`config.mk`:
```
export PLATFORM = sky130hd
export DESIGN_NAME = serial_subtractor
export DESIGN_NICKNAME = d
export VERILOG_FILES = /design/src/rtl/serial_subtractor.sv
export SDC_FILE = /design/constraint.sdc
export NUM_CORES = 1
export LEC_CHECK = 0
export CAP_MARGIN = 20
export CORE_MARGIN = 2
export CORE_UTILIZATION = 50
export CTS_CLUSTER_DIAMETER = 30
export DETAILED_ROUTE_END_ITERATION = 12
export PLACE_DENSITY_LB_ADDON = 0.1
export SYNTH_ARGS = -nofsm -noshare
export SYNTH_HDL_FRONTEND = slang
export SYNTH_SLANG_ARGS = --single-unit
export TNS_END_PERCENT = 10
```
`constraint.sdc`:
```
create_clock -name clk -period 1.9 [get_ports clk]
set_input_delay 0.19 -clock clk [delete_from_list [all_inputs] [get_ports clk]]
set_output_delay 0.19 -clock clk [all_outputs]
set_load 0.01 [all_outputs]
```
`src/rtl/serial_subtractor.sv`:
```
// rtl/serial_subtractor.sv - bit-serial WIDTH-bit subtractor, LSB first, one bit per clock.
// Optional signed-overflow output ovf is built when SERIAL_SUB_OVF_EN is defined.
module serial_subtractor #(
  parameter int WIDTH = 8
) (
  input  logic             clk,
  input  logic             rst,
  input  logic             start,
  input  logic [WIDTH-1:0] a,
  input  logic [WIDTH-1:0] b,
  output logic             busy,
  output logic             done,
  output logic [WIDTH-1:0] diff,
  output logic             borrow
`ifdef SERIAL_SUB_OVF_EN
  ,
  output logic             ovf
`endif
);

  localparam int CW = $clog2(WIDTH) + 1;

  typedef enum logic [1:0] {
    S_IDLE  = 2'd0,
    S_SHIFT = 2'd1,
    S_DONE  = 2'd2
  } state_t;

  state_t           state_q, state_d;
  logic [WIDTH-1:0] a_sr_q, b_sr_q, diff_sr_q;
  logic [WIDTH-1:0] diff_q;
  logic             borrow_q;
  logic             bw_q;
  logic [CW-1:0]    cnt_q;

  logic             x, y, d_bit, bw_next, last_bit, accept;

  assign x        = a_sr_q[0];
  assign y        = b_sr_q[0];
  assign d_bit    = x ^ y ^ bw_q;
  assign bw_next  = (~x & y) | (~(x ^ y) & bw_q);
  assign last_bit = (cnt_q == CW'(WIDTH - 1));
  assign accept   = (state_q == S_IDLE) && start;

  always_ff @(posedge clk) begin
    if (rst) begin
      state_q <= S_IDLE;
    end else begin
      state_q <= state_d;
    end
  end

  always_comb begin
    state_d = state_q;
    case (state_q)
      S_IDLE:  if (start) state_d = S_SHIFT;
      S_SHIFT: if (last_bit) state_d = S_DONE;
      S_DONE:  state_d = S_IDLE;
      default: state_d = S_IDLE;
    endcase
  end

  always_comb begin
    busy = 1'b0;
    done = 1'b0;
    case (state_q)
      S_SHIFT: busy = 1'b1;
      S_DONE:  done = 1'b1;
      default: ;
    endcase
  end

  // Operand shift registers, borrow flip-flop and bit counter.
  always_ff @(posedge clk) begin
    if (rst) begin
      a_sr_q    <= '0;
      b_sr_q    <= '0;
      diff_sr_q <= '0;
      bw_q      <= 1'b0;
      cnt_q     <= '0;
    end else if (accept) begin
      a_sr_q <= a;
      b_sr_q <= b;
      bw_q   <= 1'b0;
      cnt_q  <= '0;
    end else if (state_q == S_SHIFT) begin
      a_sr_q    <= {1'b0, a_sr_q[WIDTH-1:1]};
      b_sr_q    <= {1'b0, b_sr_q[WIDTH-1:1]};
      diff_sr_q <= {d_bit, diff_sr_q[WIDTH-1:1]};
      bw_q      <= bw_next;
      cnt_q     <= cnt_q + 1'b1;
    end
  end

  // Visible result only moves on the edge that retires the last bit.
  always_ff @(posedge clk) begin
    if (rst) begin
      diff_q   <= '0;
      borrow_q <= 1'b0;
    end else if ((state_q == S_SHIFT) && last_bit) begin
      diff_q   <= {d_bit, diff_sr_q[WIDTH-1:1]};
      borrow_q <= bw_next;
    end
  end

  assign diff   = diff_q;
  assign borrow = borrow_q;

`ifdef SERIAL_SUB_OVF_EN
  logic a_msb_q, b_msb_q, ovf_q;

  always_ff @(posedge clk) begin
    if (rst) begin
      a_msb_q <= 1'b0;
      b_msb_q <= 1'b0;
      ovf_q   <= 1'b0;
    end else if (accept) begin
      a_msb_q <= a[WIDTH-1];
      b_msb_q <= b[WIDTH-1];
    end else if ((state_q == S_SHIFT) && last_bit) begin
      ovf_q <= (a_msb_q != b_msb_q) && (d_bit != a_msb_q);
    end
  end

  assign ovf = ovf_q;
`endif

endmodule

```
==> summary.txt <==
Synthesis
  • Syn nets: 241
  • Post-synthesis register bit count: 39
  • Synth Area in Compound Gates: about 30%
  • Yosys Warn Count: 0
  • Post-synthesis instance total: 220
  • Synth unique cells: 31
  • Xor/xnor share of the synthesized area: 0%
  • Sequential share of the synthesized area: 43.48%
  • Avg Inst Size Synth: 8.161 µm²
  • Largest family of logic cells by synthesized area: compound AO/OA/AOI/OAI gates
  • Multiplexer share of the synthesized area: 0.5575%
  • Adder-cell share of the synthesized area: 1.812%
  • Mapped cell area: 0.001795 mm²
  • Synth Area in Simple Gates: 15.96%

Timing
  • Max_slew headroom: 69.96%
  • Worst Setup Slack, final: 96.63 ps
  • Final Hold Fails: 0
  • Period utilisation layout: a little over nine tenths
  • Setup_tns: 0 ps
  • Worst-Margin Slew: around 450 ps
  • RSZ-0062 raised after global routing: no
  • Final Setup Violations: 0
  • Max Slew Vio Count: 0
  • Post-route minimum period: 1803 ps
  • Fmax: 0.5545 GHz
  • Clk_skew: about 7.7 ps

Place
  • Placement Setup Slack: 359.9 ps
  • Detailed Place HPWL: 2678 µm
  • Routability cong.: 0.7389
  • Placed inst area: 0.002130 mm²
  • PortBufs: 29
  • Total placed cells including tap cells: 284

Setup path
  • Reg2Reg Depth: 4
  • Max stage delay cell, worst path: clkdlybuf4s50_1
  • Crit path from: state_q[1]$_SDFFE_PP0P_
  • Crit path buf inv count: 2
  • CP startpoint kind: flip-flop
  • WS Path Type: flip-flop to output pin
  • R2R Path Start: cnt_q[0]$_SDFFE_PP0P_
  • Crit-path max FO: 12
  • CP endpoint kind: output pin
  • Crit Reg-Reg Endpoint: borrow$_SDFFE_PP0P_
  • Register-to-register setup slack: 400 ps
  • Worst path cell trace: buf_4 > nor2b_1 > clkdlybuf4s50_1
  • Crit path DAT: 1610 ps
  • Required time of the critical path: 1710 ps
  • Critical path's largest stage delay: 560 ps
  • Largest delay share family, worst path: buffers and inverters

Outcome
  • Run status: finished, final reports clean

GRT
  • Initial antenna violation count: 0
  • Number of global-route vias before repair: 1590
  • GRT Overall Usage: 21.28%
  • Gr ovfl total: 0
  • First-pass GRT wire length: 6858 µm
  • Pin count of the biggest net entering global routing: 34

Power and ir drop
  • Leakage: 0.8068 nW
  • Sw Ratio: 25.85%
  • Worst vdd ir: 380.2 µV
  • Combinational fraction of design power: 14.8%
  • Net switching power: 388.0 µW
  • Pint: 1.113 mW
  • Clock power share: 26.4%
  • Power Dens Cells: 688.2 mW/mm²
  • Design Power: 1.501 mW
  • Sequential share of power: 58.8%

Drt
  • Number of iterations in the first detailed-routing pass: 4
  • Antenna-violating nets left: 0
  • Final WL: 3999 µm
  • Vias/cell: 5.637
  • Routed WL per cell: 13.70 µm
  • Drt initial violations: 74
  • DR vias: about 1.6k
  • Drt drc: 0

Floorplan
  • Initial Util: 52.97%
  • Die area: 0.004086 mm²
  • Total I/O pin count: 30
  • Die W: 63.93 µm
  • Chip Height: 63.93 µm
  • Site row count: 21
  • Core ar.: 0.003390 mm²

Clock tree
  • Reg clk slew, reported paths: 100 ps
  • Worst-Skew Late Latency: 340 ps
  • CTS tree: yes
  • CTS sink cnt: 39
  • Setup bufs post-CTS: 0
  • Resized Gates After CTS: 0
  • CTS Hold Bufs: 0
  • CTS buffer count: 5
  • Htree depth: 2
  • Root Buffer: clkbuf_4
  • Clk buf depth: 2

Run
  • Max Cap Viol: 0

Cells and area
  • Multi-input logic area: 860.8 µm²
  • Fillers: 275
  • Layout cell share with drive strength beyond 1: a little over an eighth
  • Final Cell Area: 0.002181 mm²
  • Register area: 782.0 µm²
  • Synth-to-Final Area Change: 21.46%
  • Non-Filler Instances: 292
  • Final #Nets: roughly 270
  • Antenna cells: 0

Worst hold path
  • Worst min-delay path class: flip-flop to flip-flop
  • Hold_sp: diff[4]$_SDFFE_PP0P_
  • Hold Path End: diff[4]$_SDFFE_PP0P_
  • Hold Crit Depth: 2
worst register-to-register path: cells and delay by family (launching register included):
kind | cells | cell delay (ps)
AOI/OAI and AO/OA | 2 | 380
adders and majority gates | 1 | 210
DFF | 1 | 380
and+or+nand+nor | 1 | 440
Yosys cell counts:
master,n,area share [%]
inv_1,15,3.1
ha_1,1,0.70
a211oi_1,1,0.42
a311oi_1,1,0.49
nor2b_1,5,1.7
a31oi_1,1,0.35
buf_4,1,0.42
nor4_1,1,0.35
dfxtp_1,39,43
clkbuf_1,7,1.5
nor2_1,23,4.8
inv_2,1,0.21
a21oi_1,43,12
nand2b_1,2,0.70
nand3_1,10,2.8
or3_1,1,0.35
o31ai_1,8,3.3
and3b_1,1,0.49
o221a_2,14,8.8
o21bai_1,1,0.42
fa_1,1,1.1
nor3b_1,1,0.42
o22a_1,4,2.0
a22oi_1,1,0.42
or2_2,1,0.35
a2bb2oi_1,1,0.49
buf_2,12,3.3
o22ai_1,2,0.70
mux2i_1,1,0.56
nand2_1,19,4.0
o21ai_0,1,0.28
how the worst max path moves through the flow:
stage                             end  slack, ps  cells past startpoint
6_report                         done        100                      3
3_3_place_gp   a_sr_q[7]$_SDFFE_PP0P_        420                      5
4_1_cts                          done         90                      3
3_5_place_dp   a_sr_q[7]$_SDFFE_PP0P_        360                      5
2_1_floorplan     borrow$_SDFFE_PP0P_        720                      4
5_1_grt                          done          8                      3
power by group through the flow:
stage          combinational (mW)  clock (mW)  sequential, mW
2_1_floorplan               0.148           0           0.892
3_3_place_gp                0.212           0           0.899
3_5_place_dp                0.220           0           0.901
4_1_cts                     0.222       0.413           0.882
5_1_grt                     0.247       0.452           0.889
6_report                    0.222       0.396           0.883
state kept, by name, summed over array words and instances (netlist names):
register	flops
a_sr_q	8
b_sr_q	8
borrow	1
bw_q	1
cnt_q	4
diff	8
diff_sr_q	7
state_q	2
layer usage:
layer / track usage (%) / vias to the layer above / wire, µm / share of wire, %
li1: - / 822 / - / -
met1: 23.81 / 773 / 1707 / 43
met5: 0 / - / 0 / 0
met3: 5.986 / 10 / 187 / 4.7
met2: 37.89 / 41 / 2015 / 50
met4: 8.152 / 0 / 89 / 2.2
kinds of logic after synthesis:
kind of cell / Yosys count
AO/OA/AOI/OAI: 78
buffers and inverters: 36
flip-flops: 39
AND/OR/NAND/NOR: 64
multiplexers: 1
adder cells (fa/ha/maj): 2
stage by stage:
stage	hold slack, ps	util [%]
final	476.8	64.34
after global routing	483.0	64.34
after CTS	478.7	64.30
after detailed placement	462.7	62.83
after global placement	443.9	62.83
after floorplan	373.6	-
layout make-up:
class / instances / share of cell area (%)
multi-input combinational: 145 / 39.47
inverter: 16 / 2.754
sequential: 39 / 35.86
clock inverter: 1 / 0.2295
clock buffer: 7 / 2.065
tap: 46 / 2.639
timing repair buffer: 38 / 16.98
placed cells by master, fill, tap and decap left out, types with 2 or more instances in the layout:
cell and instances:
o31ai_1 8, dfxtp_1 38, a21oi_1 43, inv_1 15, nand2b_1 2, nor2_1 23
o22ai_1 2, o22a_1 4, buf_4 8, nand2_1 19, clkbuf_4 5, nor2b_1 5
o221a_2 14, clkdlybuf4s50_1 29, clkbuf_1 2, nand3_1 10
(Power assumes the default switching activity.)
